--- src/rtl/display_scan_ctrl.sv ---
// display_scan_ctrl: scan controller for the serial digit display path.
// Stores one frame word per digit and generates the divided serial clock.
// Sequences a load pulse, FRAME_BITS shift clocks and a gap for each digit,
// then latches the digit strobe. Digits are scanned round-robin while enabled.
// Optional feature macro: DISPLAY_SCAN_DBUF_EN (shadow/live double buffer).
module display_scan_ctrl #(
  parameter int NUM_DIGITS = 4,
  parameter int SCLK_DIV   = 256,
  parameter int FRAME_BITS = 32
) (
  input  logic                          int_osc,
  input  logic                          rst,
  input  logic                          en,
  input  logic                          wr_en,
  input  logic [$clog2(NUM_DIGITS)-1:0] wr_addr,
  input  logic [FRAME_BITS-1:0]         wr_data,
  output logic                          sclk,
  output logic                          load_data,
  output logic [FRAME_BITS-1:0]         data_out,
  output logic [NUM_DIGITS-1:0]         digit_sel,
  output logic                          busy,
  output logic                          frame_done
);

  localparam int IW = $clog2(NUM_DIGITS);
  localparam int DW = $clog2(SCLK_DIV);
  localparam int BW = $clog2(FRAME_BITS + 1);

  typedef enum logic [1:0] {
    IDLE,
    LOAD,
    SHIFT,
    GAP
  } state_t;

  state_t              state;
  state_t              state_nxt;
  logic [DW-1:0]       div;
  logic [BW-1:0]       bitcnt;
  logic [IW-1:0]       idx;
  logic [IW-1:0]       idx_inc;
  logic                tick;
  logic                fall_tick;
  logic                rise_tick;
  logic                last_idx;
  logic                gap_end;
  logic                wrap;
  logic                addr_ok;
  logic [FRAME_BITS-1:0] cur_word;
  logic [FRAME_BITS-1:0] next_word;

  logic [FRAME_BITS-1:0] live [NUM_DIGITS];

  // Divider terminal count and sclk edge qualifiers
  always_comb begin
    tick      = 1'b0;
    if (state != IDLE && div == DW'(SCLK_DIV - 1)) begin
      tick = 1'b1;
    end
    fall_tick = tick & sclk;
    rise_tick = tick & ~sclk;
    last_idx  = (idx == IW'(NUM_DIGITS - 1));
    idx_inc   = last_idx ? '0 : idx + 1'b1;
    gap_end   = (state == GAP) & fall_tick;
    wrap      = gap_end & last_idx;
    addr_ok   = ({1'b0, wr_addr} <= (IW + 1)'(NUM_DIGITS - 1));
  end

  // State register
  always_ff @(posedge int_osc) begin
    if (rst) begin
      state <= IDLE;
    end else begin
      state <= state_nxt;
    end
  end

  // Next-state logic; a disable request is only honoured at the end of GAP
  always_comb begin
    state_nxt = state;
    unique case (state)
      IDLE:    if (en) state_nxt = LOAD;
      LOAD:    if (fall_tick) state_nxt = SHIFT;
      SHIFT:   if (fall_tick && bitcnt == BW'(FRAME_BITS)) state_nxt = GAP;
      GAP:     if (fall_tick) state_nxt = en ? LOAD : IDLE;
      default: state_nxt = IDLE;
    endcase
  end

  assign busy      = (state != IDLE);
  assign load_data = (state == LOAD);

  // Serial clock divider; parked at zero with sclk low while idle
  always_ff @(posedge int_osc) begin
    if (rst) begin
      div  <= '0;
      sclk <= 1'b0;
    end else if (state == IDLE) begin
      div  <= '0;
      sclk <= 1'b0;
    end else if (tick) begin
      div  <= '0;
      sclk <= ~sclk;
    end else begin
      div  <= div + 1'b1;
    end
  end

  // Count shift clocks delivered during SHIFT
  always_ff @(posedge int_osc) begin
    if (rst) begin
      bitcnt <= '0;
    end else if (state == LOAD) begin
      bitcnt <= '0;
    end else if (state == SHIFT && rise_tick) begin
      bitcnt <= bitcnt + 1'b1;
    end
  end

  // Digit index, frame word presented to the shifter, strobe and frame pulse
  always_ff @(posedge int_osc) begin
    if (rst) begin
      idx        <= '0;
      data_out   <= '0;
      digit_sel  <= '0;
      frame_done <= 1'b0;
    end else begin
      frame_done <= wrap;
      if (state == IDLE && en) begin
        data_out <= cur_word;
      end
      if (state == SHIFT && state_nxt == GAP) begin
        digit_sel <= NUM_DIGITS'(1) << idx;
      end
      if (gap_end) begin
        idx <= idx_inc;
        if (en) begin
          data_out <= next_word;
        end
      end
    end
  end

  assign cur_word = live[idx];

`ifdef DISPLAY_SCAN_DBUF_EN
  logic [FRAME_BITS-1:0] shadow [NUM_DIGITS];

  // Host writes land in the shadow copy
  always_ff @(posedge int_osc) begin
    if (rst) begin
      for (int unsigned i = 0; i < NUM_DIGITS; i++) begin
        shadow[i] <= '0;
      end
    end else if (wr_en && addr_ok) begin
      shadow[wr_addr] <= wr_data;
    end
  end

  // Live copy refreshes only between frames so a scanned frame is coherent
  always_ff @(posedge int_osc) begin
    if (rst) begin
      for (int unsigned i = 0; i < NUM_DIGITS; i++) begin
        live[i] <= '0;
      end
    end else if (wrap || (state == IDLE && !en)) begin
      for (int unsigned i = 0; i < NUM_DIGITS; i++) begin
        live[i] <= shadow[i];
      end
    end
  end

  // On the frame wrap the live copy is refreshed in the same edge, so the
  // first digit of the new frame is taken straight from the shadow copy.
  assign next_word = wrap ? shadow[idx_inc] : live[idx_inc];
`else
  // Host writes go straight into the single buffer
  always_ff @(posedge int_osc) begin
    if (rst) begin
      for (int unsigned i = 0; i < NUM_DIGITS; i++) begin
        live[i] <= '0;
      end
    end else if (wr_en && addr_ok) begin
      live[wr_addr] <= wr_data;
    end
  end

  assign next_word = live[idx_inc];
`endif

endmodule

--- config.mk ---
export PLATFORM = sky130hd
export DESIGN_NAME = display_scan_ctrl
export DESIGN_NICKNAME = d
export VERILOG_FILES = /design/src/rtl/display_scan_ctrl.sv
export SDC_FILE = /design/constraint.sdc
export NUM_CORES = 1
export LEC_CHECK = 0
export ABC_AREA = 1
export BUFFER_PORTS_ARGS = -buffer_cell sky130_fd_sc_hd__buf_2
export CAP_MARGIN = 20
export CORE_MARGIN = 2
export CORE_UTILIZATION = 40
export CTS_BUF_LIST = sky130_fd_sc_hd__clkbuf_8 sky130_fd_sc_hd__clkbuf_16
export DETAILED_ROUTE_END_ITERATION = 12
export PLACE_DENSITY = 0.53
export SYNTH_ARGS = -nofsm -noshare
export SYNTH_HDL_FRONTEND = slang
export SYNTH_SLANG_ARGS = --single-unit
--- constraint.sdc ---
create_clock -name int_osc -period 9.7 [get_ports int_osc]
set_input_delay 0.97 -clock int_osc [delete_from_list [all_inputs] [get_ports int_osc]]
set_output_delay 0.97 -clock int_osc [all_outputs]
set_load 0.05 [all_outputs]
### After elaboration in Yosys (flattened, before gate mapping)

Memories as Yosys holds them, arrays and structs flattened. A register that Yosys moved wholly into a read port is not among the register bits.
Cells that the tools add are included.

* $add $sub $neg: 3
* eq/ne operators: 7
* shift-type cells: 1
* mux-type cells: 21
* bitwise logic cells: 5
* reductions and logical operators: 11

Operator list (number)
* 32-bit 2-to-1 mux: 4
* 32-bit OR reduction: 1
* 2-bit 2-to-1 mux: 8
* 8-bit by 1-bit adder with 8-bit output, second input constant: 1
* 2-bit == test, second input constant: 4
* 8-bit == test, second input constant: 1
* 1-bit 2-to-1 mux: 8
* 2-bit one-hot mux with 4 select lines: 1
* 6-bit by 1-bit adder with 6-bit output, second input constant: 1
* 6-bit == test, second input constant: 1
* 1-bit logical AND: 5
* 1-bit AND: 4
* 2-bit OR reduction: 2
* 1-bit by 2-bit << shifter with 4-bit output, first input constant: 1
* 3-bit OR reduction: 1
* 2-bit by 1-bit adder with 2-bit output, second input constant: 1
* 2-bit by 1-bit == test with 1-bit output, second input constant: 1
* 2-bit zero test: 1
* 2-bit nonzero test: 1
* 1-bit inverter: 1

* register bits: 56
* bits in writable memories: 128
* output and inout bits: 40
* logic and storage cells: 57
* memories: 1

Memories
* live: depth 4, bits a word 32, rd ports 2, clocked after memory_dff 1, wr ports 4, RTL line 52 `logic [FRAME_BITS-1:0] live [NUM_DIGITS];`

### Depth between registers and ports, before layout

Gate-level depths: netlist (run 1).

* word-level depth: 9
* gate-level depth with buffers: 10
* mapped depth without buffers: 9

### Least setup slack after synthesis (run 1)

OpenSTA, ideal clock, no wires.

* path type: input to register
* start point: input wr_en
* end point: memory live[3][0] (enable)
* setup time: 470 ps
* arrival time: 3475 ps
* required time: 9230 ps
* setup slack: 5755 ps
* stages: 2
* cell sequence: inv_1 -> o31ai_1

RTL lines
* start: declaration: RTL line 14 `input logic wr_en,`
* end: declaration: RTL line 52

==> results of run 1 <==
per-stage QoR:
stage | hold slack (ns) | setup WS, ns | area (sq um) | utilization, %
5_1_grt | 0.482 | 6.18 | 10700 | 45.7
3_5_place_dp | 0.456 | 5.96 | 10100 | 43.1
4_1_cts | 0.470 | 6.40 | 10600 | 45.6
2_1_floorplan | 0.430 | 5.75 | 9450 | -
6_report | 0.465 | 6.41 | 10700 | 45.7
3_3_place_gp | 0.449 | 5.99 | 10000 | 43.0
Yosys cell counts (all sizes together):
master / number / area, sq um
o22ai: 32 / 200
dfxtp: 58 / 1160
a211oi: 1 / 7.51
xor2: 2 / 17.5
clkinv: 1 / 3.75
o31ai: 1 / 7.51
nand4: 5 / 37.5
nor3: 37 / 196
o21ai: 141 / 706
a21oi: 16 / 80.1
inv: 67 / 251
nor2: 346 / 1330
ha: 7 / 87.6
buf: 30 / 169
nand2: 157 / 607
clkbuf: 41 / 184
nor3b: 3 / 22.5
or2: 32 / 200
edfxtp: 128 / 3840
nand3: 41 / 340
cell usage in the layout (no fill, tap or decap), types with 12 or more instances in the layout:
cell | netlist | routed
sky130_fd_sc_hd__nor2_1 | 338 | 337
sky130_fd_sc_hd__or2_2 | 22 | 22
sky130_fd_sc_hd__o21ai_0 | 129 | 128
sky130_fd_sc_hd__edfxtp_1 | 128 | 128
sky130_fd_sc_hd__o22ai_1 | 32 | 32
sky130_fd_sc_hd__o21ai_1 | 12 | 12
sky130_fd_sc_hd__nand3_1 | 14 | 14
sky130_fd_sc_hd__inv_1 | 64 | 65
sky130_fd_sc_hd__dfxtp_1 | 58 | 56
sky130_fd_sc_hd__buf_2 | 21 | 77
sky130_fd_sc_hd__nor3_1 | 36 | 36
sky130_fd_sc_hd__nand3_2 | 27 | 27
sky130_fd_sc_hd__buf_4 | 2 | 16
sky130_fd_sc_hd__a21oi_1 | 16 | 16
sky130_fd_sc_hd__nand2_1 | 154 | 154
sky130_fd_sc_hd__clkbuf_16 | 0 | 18
registers in the layout (all words and copies together), names as in the netlist, named ones only:
signal and cells:
bitcnt 6, state 2, frame_done 1, div 8, sclk 1, digit_sel 4
idx 2, live 128, data_out 32
power by group through the flow:
stage / logic, W / registers [W] / clock network [W]
after floorplan: 0.0000951 / 0.000967 / 0
after global placement: 0.000175 / 0.000944 / 0
after detailed placement: 0.000176 / 0.000944 / 0
after CTS: 0.000177 / 0.000927 / 0.000692
after global routing: 0.000194 / 0.000933 / 0.000723
final: 0.000174 / 0.000927 / 0.000674
metal layers:
metal	GRT usage (%)	part of all wire (%)	up-vias
li1	-	-	3867
met1	27.0	45	3618
met2	36.4	49	174
met3	3.01	4.1	26
met4	6.54	1.5	0
met5	0	0	-
kinds of logic (layout without fill, tap and decap cells):
logic type               after synthesis  count (layout)
XOR/XNOR                               2               2
adder cells (fa/ha/maj)                7               7
AO/OA/AOI/OAI                        191             191
AND/OR/NAND/NOR                      621             621
flip-flops                           186             186
buffers and inverters                139             195
final cells by class:
type,instances,area [sq um],area share [%]
well taps,319,399,3.74
clock buffers,22,505,4.74
clock inverters,10,61.3,0.575
inverters,68,255,2.39
flip-flops and latches,186,5010,47.0
repair buffers,95,561,5.26
multi-input cells,821,3870,36.3
worst max-delay path by stage:
stage | from | end
floorplan | wr_en | live[3][0]
global placement | wr_en | live[1][25]
detailed placement | wr_en | live[1][25]
CTS | wr_en | live[1][23]
global route | wr_en | live[1][23]
finish | wr_en | live[1][16]
worst max-delay path, stage by stage:
cell and delay (ns):
sky130_fd_sc_hd__buf_2 0.10, sky130_fd_sc_hd__inv_1 0.16, sky130_fd_sc_hd__nor2_1 0.08, sky130_fd_sc_hd__inv_2 0.05, sky130_fd_sc_hd__buf_4 0.59, sky130_fd_sc_hd__nor2_1 0.13, sky130_fd_sc_hd__nand2_1 0.09, sky130_fd_sc_hd__buf_4 0.37
sky130_fd_sc_hd__nand2_1 0.49, sky130_fd_sc_hd__buf_4 0.40
==> results_tabular.tex, run 1 <==
\begin{tabular}{lr}
\hline
Metric & Value \\
\hline
\multicolumn{2}{l}{\textbf{Flow run}} \\
\quad Number of max-capacitance violations reported & 0 \\
\multicolumn{2}{l}{\textbf{Setup path}} \\
\quad FF-to-FF End & data\_out[21] \\
\quad Critical path capture point type & flip-flop \\
\quad Reg-to-reg slack, setup & 7.07 ns \\
\quad Worst Setup Path Type & input port to flip-flop \\
\quad Worst path required time & 9.86 ns \\
\quad Worst path arrival time & 3.45 ns \\
\quad Launching element type of the critical path & input port \\
\quad Biggest fanout along the worst timing path & 65 \\
\quad Number of cells traversed by the worst register-to-register path & 10 \\
\multicolumn{2}{l}{\textbf{CTS}} \\
\quad Post-cts repair resize count & 0 \\
\quad Max Root-Sink Buffers & 2 \\
\quad Latest clock arrival within the worst-skew pair & 0.44 ns \\
\quad Worst-path clk slew & 0.07 ns \\
\quad Clock tree from TritonCTS & yes \\
\quad Count of buffers added by post-CTS timing repair for setup & 0 \\
\quad Post-cts hold buffer count & 0 \\
\quad CTS Sinks & 186 \\
\quad Clock H-tree levels & 4 \\
\quad TritonCTS buffer count & 17 \\
\quad Clock Tree Root & sky130\_fd\_sc\_hd\_\_clkbuf\_16 \\
\multicolumn{2}{l}{\textbf{Yosys}} \\
\quad Synthesized instance count & 1146 \\
\quad Synth Area in XOR/XNOR & 0.185\% \\
\quad Synthesized-area fraction occupied by ao, oa, aoi and oai cells & 10.6\% \\
\quad Syn\_nets & 1191 \\
\quad Synthesis warning total & 0 \\
\quad Share of the yosys chip area belonging to registers & 53.0\% \\
\quad Fraction of the mapped netlist area in adder cells & 0.927\% \\
\quad Cell Area, Synth & 0.00945 sq mm \\
\quad Synth Area in Simple Gates & 28.9\% \\
\quad Multiplexer share of the synthesized area & 0\% \\
\quad Post-Syn Area per Cell & 8.25 sq um \\
\quad Dominant combinational cell family by area after synthesis & simple AND/OR/NAND/NOR gates \\
\quad Count of state elements after synthesis & 186 \\
\quad Count of distinct cell types in the synthesized netlist & 35 \\
\multicolumn{2}{l}{\textbf{Worst hold path}} \\
\quad Type of the tightest min-delay check & flip-flop to flip-flop \\
\quad Worst Hold End & bitcnt[5] \\
\quad Worst hold start & bitcnt[5] \\
\quad Number of cells on the worst hold path & 2 \\
\multicolumn{2}{l}{\textbf{GRT}} \\
\quad Initial antenna violation count & 0 \\
\quad Number of global-route vias before repair & 7635 \\
\quad Maximum number of pins on one net before global-route repair & 67 \\
\quad GRT overflow & 0 \\
\quad Gr usage total & 21.0\% \\
\quad Global-route wire length before repair & 40.4 mm \\
\multicolumn{2}{l}{\textbf{STA}} \\
\quad Tightest slew margin relative to the limit & 41.8\% \\
\quad Worst clock skew on the final layout & 0.0110 ns \\
\quad Fraction of the cycle the final worst path needs & 33.9\% \\
\quad Finish-stage setup viols & 0 \\
\quad Total Negative Setup Slacks & 0 ns \\
\quad RSZ-0062 raised after global routing & no \\
\quad Final Max Slew Viols & 0 \\
\quad Final critical delay including setup and external delays & 3.29 ns \\
\quad Hold Violations, Final & 0 \\
\quad Highest attainable clock frequency & 0.304 GHz \\
\quad Worst-margin pin slew & 0.872 ns \\
\multicolumn{2}{l}{\textbf{Final layout}} \\
\quad Final cell count without fillers & 1521 \\
\quad Number of nets at the end of the flow & 1234 \\
\quad Number of diodes & 0 \\
\quad Ratio of cells with drive above 1 in the final layout & 16.3\% \\
\quad Area growth from synthesis to layout & 12.8\% \\
\quad Total of fill cells in the finished design & 2356 \\
\multicolumn{2}{l}{\textbf{Power and ir drop}} \\
\quad Net switching power figure & 0.000454 W \\
\quad Combinational cell fraction of total power & 9.8\% \\
\quad Power density over the cells & 166 mW/mm\^{}2 \\
\quad Leakage power summed over all cells & 4.50 nW \\
\quad Reg power frac & 52.2\% \\
\quad Internal power & 0.00132 W \\
\quad Tot Pwr & 0.00177 W \\
\quad Net Sw Frac & 25.6\% \\
\quad Peak supply drop & 0.0000799 V \\
\quad Clock share of power & 38.0\% \\
\multicolumn{2}{l}{\textbf{Drt}} \\
\quad Detailed-routing iteration count for the pre-antenna-repair pass & 5 \\
\quad Routed length per instance & 16.3 um \\
\quad Routed wire length & 24.7 mm \\
\quad Total DRC errors in the routed layout & 0 \\
\quad Detailed router's first-iteration violation count & 442 \\
\quad Detailed-route vias per instance & 5.05 \\
\quad Overall via count from detail\_route & 7685 \\
\quad Post-DRT Antenna Nets & 0 \\
\multicolumn{2}{l}{\textbf{Floorplanning}} \\
\quad Number of top-level design ports & 78 \\
\quad Core footprint & 0.0233 sq mm \\
\quad Die Span X & 158 um \\
\quad Num rows & 56 \\
\quad Die area & 0.0249 sq mm \\
\quad Initial Util & 40.5\% \\
\quad Height of the chip & 158 um \\
\multicolumn{2}{l}{\textbf{Outcome}} \\
\quad Result of the run & finished, final reports clean \\
\multicolumn{2}{l}{\textbf{Placement}} \\
\quad HPWL after detailed placement & 14.7 mm \\
\quad Cell total after placement & 1488 \\
\quad RD Place Congestion & 0.747 \\
\quad Count of input and output buffers & 77 \\
\hline
\end{tabular}
Power figures use the tool's default switching activity.
==> run 2: changes to the inputs <==
--- a/config.mk
+++ b/config.mk
@@ -12,7 +12,7 @@
 export CORE_UTILIZATION = 40
 export CTS_BUF_LIST = sky130_fd_sc_hd__clkbuf_8 sky130_fd_sc_hd__clkbuf_16
 export DETAILED_ROUTE_END_ITERATION = 12
-export PLACE_DENSITY = 0.53
+export PLACE_DENSITY = 0.55
 export SYNTH_ARGS = -nofsm -noshare
 export SYNTH_HDL_FRONTEND = slang
 export SYNTH_SLANG_ARGS = --single-unit
==> constraint.sdc (replaced) <==
create_clock -name int_osc -period 2.72 [get_ports int_osc]
set_input_delay 0.272 -clock int_osc [delete_from_list [all_inputs] [get_ports int_osc]]
set_output_delay 0.272 -clock int_osc [all_outputs]
set_load 0.05 [all_outputs]
==> run 2 against run 1 <==
  * First-iteration DRC count increased by 22%
  * Largest power group unchanged
  * Final area increased by 0.60%
  * Setup slack got worse by 5.7 ns
  * Sequential cell count unchanged
  * Via count increased by 3.3%
  * Largest cell class unchanged
  * Final cell count increased by 0.46%
==> results_tabular.tex, run 2 (synthesis gave the netlist of run 1 again) <==
\begin{tabular}{lr}
\hline
Metric & Value \\
\hline
\multicolumn{2}{l}{\textbf{Outcome}} \\
\quad Result of the run & finished, final reports clean \\
\multicolumn{2}{l}{\textbf{STA}} \\
\quad Final Max Slew Viols & 0 (unchanged) \\
\quad Worst-margin pin slew & 0.817 ns (-0.0554 ns) \\
\quad Finish-stage setup viols & 0 (unchanged) \\
\quad RSZ-0062 raised after global routing & no \\
\quad Final critical delay including setup and external delays & 2.04 ns \\
\quad Worst clock skew on the final layout & 0.0107 ns (-0.000328 ns) \\
\quad Total Negative Setup Slacks & 0 ns (unchanged) \\
\quad Fraction of the cycle the final worst path needs & 74.9\% \\
\quad Tightest slew margin relative to the limit & 45.5\% (+3.8 points) \\
\quad Hold Violations, Final & 0 (unchanged) \\
\quad Highest attainable clock frequency & 0.491 GHz \\
\multicolumn{2}{l}{\textbf{Power and ir drop}} \\
\quad Reg power frac & 52.1\% (about the same) \\
\quad Leakage power summed over all cells & 4.53 nW (+0.81\%) \\
\quad Power density over the cells & 591 mW/mm\^{}2 (+250\%) \\
\quad Peak supply drop & 0.000320 V (+300\%) \\
\quad Internal power & 0.00472 W (+260\%) \\
\quad Net Sw Frac & 25.6\% (about the same) \\
\quad Combinational cell fraction of total power & 10.0\% (+0.2 points) \\
\quad Net switching power figure & 0.00162 W (+260\%) \\
\quad Clock share of power & 37.9\% (about the same) \\
\multicolumn{2}{l}{\textbf{Floorplanning}} \\
\quad Die Span X & 158 um (unchanged) \\
\quad Die area & 0.0249 sq mm (unchanged) \\
\quad Initial Util & 40.5\% (unchanged) \\
\quad Height of the chip & 158 um (unchanged) \\
\quad Number of top-level design ports & 78 (unchanged) \\
\quad Core footprint & 0.0233 sq mm (unchanged) \\
\quad Num rows & 56 (unchanged) \\
\multicolumn{2}{l}{\textbf{Drt}} \\
\quad Detailed-route vias per instance & 5.20 (+2.8\%) \\
\quad Detailed router's first-iteration violation count & 540 (+22\%) \\
\quad Post-DRT Antenna Nets & 0 (unchanged) \\
\quad Total DRC errors in the routed layout & 0 (unchanged) \\
\quad Routed length per instance & 17.1 um (+5.4\%) \\
\quad Overall via count from detail\_route & 7939 (+3.3\%) \\
\quad Routed wire length & 26.2 mm (+5.9\%) \\
\quad Detailed-routing iteration count for the pre-antenna-repair pass & 5 (unchanged) \\
\multicolumn{2}{l}{\textbf{Final layout}} \\
\quad Area taken by flip-flops and latches & 0.00501 sq mm (unchanged) \\
\quad Total of fill cells in the finished design & 2361 (+0.21\%) \\
\quad Ratio of cells with drive above 1 in the final layout & 16.7\% (+0.40 points) \\
\quad Number of diodes & 0 (unchanged) \\
\quad Most common cell after layout, fill and taps aside & sky130\_fd\_sc\_hd\_\_nor2\_1 \\
\quad Area of the multi-input gates & 0.00387 sq mm (unchanged) \\
\quad Number of nets at the end of the flow & 1241 (+0.57\%) \\
\quad Register bank with the most flops & live \\
\quad Number of flip-flops in the largest register & 128 (unchanged) \\
\quad Finished Core Util & 46.0\% (+0.27 points) \\
\quad Area growth from synthesis to layout & 13.5\% \\
\quad Largest registers & live: 128 flops, data\_out: 32 flops, div: 8 flops \\
\quad Most frequent cells in the layout & sky130\_fd\_sc\_hd\_\_nor2\_1, sky130\_fd\_sc\_hd\_\_nand2\_1, sky130\_fd\_sc\_hd\_\_o21ai\_0, sky130\_fd\_sc\_hd\_\_edfxtp\_1, sky130\_fd\_sc\_hd\_\_buf\_2 \\
\multicolumn{2}{l}{\textbf{CTS}} \\
\quad Post-cts hold buffer count & 0 (unchanged) \\
\quad Max Root-Sink Buffers & 2 (unchanged) \\
\quad Clock H-tree levels & 4 (unchanged) \\
\quad Count of buffers added by post-CTS timing repair for setup & 0 (unchanged) \\
\quad CTS Sinks & 186 (unchanged) \\
\quad Latest clock arrival within the worst-skew pair & 0.43 ns (about the same) \\
\quad Clock tree from TritonCTS & yes \\
\quad TritonCTS buffer count & 17 (unchanged) \\
\quad Clock Tree Root & sky130\_fd\_sc\_hd\_\_clkbuf\_16 \\
\quad Post-cts repair resize count & 0 (unchanged) \\
\quad Worst-path clk slew & 0.07 ns (about the same) \\
\multicolumn{2}{l}{\textbf{Setup path}} \\
\quad Worst Setup Path Type & flip-flop to flip-flop \\
\quad Critical path capture point type & flip-flop \\
\quad Biggest fanout along the worst timing path & 65 (unchanged) \\
\quad Largest delay contributor family on the critical path & buffers and inverters \\
\quad Slowest CP cell & sky130\_fd\_sc\_hd\_\_buf\_4 \\
\quad Launching element type of the critical path & flip-flop \\
\quad Worst path required time & 3.09 ns (-6.77 ns) \\
\quad Worst stage delay on the critical path & 0.60 ns (about the same) \\
\quad Worst path arrival time & 2.41 ns (-1.04 ns) \\
\quad Critical path, cell by cell & ha\_1, nor2\_4, buf\_4, o21ai\_0, o22ai\_1, nor2\_1, nor2\_2 \\
\quad Combined buffer and inverter count along the critical path & 1 (-5) \\
\multicolumn{2}{l}{\textbf{GRT}} \\
\quad Global-route wire length before repair & 40.9 mm (+1.2\%) \\
\quad GRT overflow & 0 (unchanged) \\
\quad Maximum number of pins on one net before global-route repair & 66 (-1.5\%) \\
\quad Gr usage total & 21.7\% (+0.71 points) \\
\quad Number of global-route vias before repair & 7587 (-0.63\%) \\
\quad Initial antenna violation count & 0 (unchanged) \\
\multicolumn{2}{l}{\textbf{Placement}} \\
\quad HPWL after detailed placement & 14.9 mm (+1.5\%) \\
\quad RD Place Congestion & 0.775 (+3.7\%) \\
\quad Count of input and output buffers & 77 (unchanged) \\
\multicolumn{2}{l}{\textbf{Flow run}} \\
\quad Number of max-capacitance violations reported & 0 (unchanged) \\
\multicolumn{2}{l}{\textbf{Worst hold path}} \\
\quad Type of the tightest min-delay check & input port to flip-flop \\
\hline
\end{tabular}
==> run 2: path summary, 6_finish.rpt <==
kind                                     end  slack, ns  cells after the start  startpoint
worst max-delay path            data_out[31]       0.68                      7      idx[0]
worst min-delay path                state[1]       0.11                      2         rst
worst max register to register  data_out[31]       0.68                      7      idx[0]
worst min register to register        div[0]       0.47                      1      div[0]
==> run 2: metrics by stage <==
stage	instance area (sq um)	setup WS (ns)	hold slack [ns]	std cells	power, W
detailed placement	10200	0.711	0.459	1496	0.00400
CTS	10700	0.691	0.0923	1528	0.00638
global route	10700	0.466	0.101	1528	0.00657
global placement	10200	0.693	0.449	1496	0.00400
finish	10700	0.682	0.107	1528	0.00633
floorplan	9460	0.359	0.350	1146	0.00379
==> run 2: power groups by stage <==
stage / Sequential (W) / Combinational (W) / Clock, W
2_1_floorplan: 0.00345 / 0.000340 / 0
3_3_place_gp: 0.00336 / 0.000637 / 0
3_5_place_dp: 0.00336 / 0.000641 / 0
4_1_cts: 0.00330 / 0.000643 / 0.00244
5_1_grt: 0.00332 / 0.000701 / 0.00254
6_report: 0.00330 / 0.000636 / 0.00240
==> run 2: cell type report <==
cell class	count	area share, %
inverter	68	2.38
clock inverter	11	0.607
sequential	186	46.7
clock buffer	21	4.69
timing repair buffer	102	5.81
multi-input combinational	821	36.1
tap	319	3.72
==> run 2: routing by layer <==
layer  vias to the layer above  track usage (%)  share of wire [%]
li1                       3879                -                  -
met1                      3753             27.0                 42
met2                       261             37.6                 49
met3                        46             3.94                6.4
met4                         0             7.88                2.2
met5                         -                0                  0
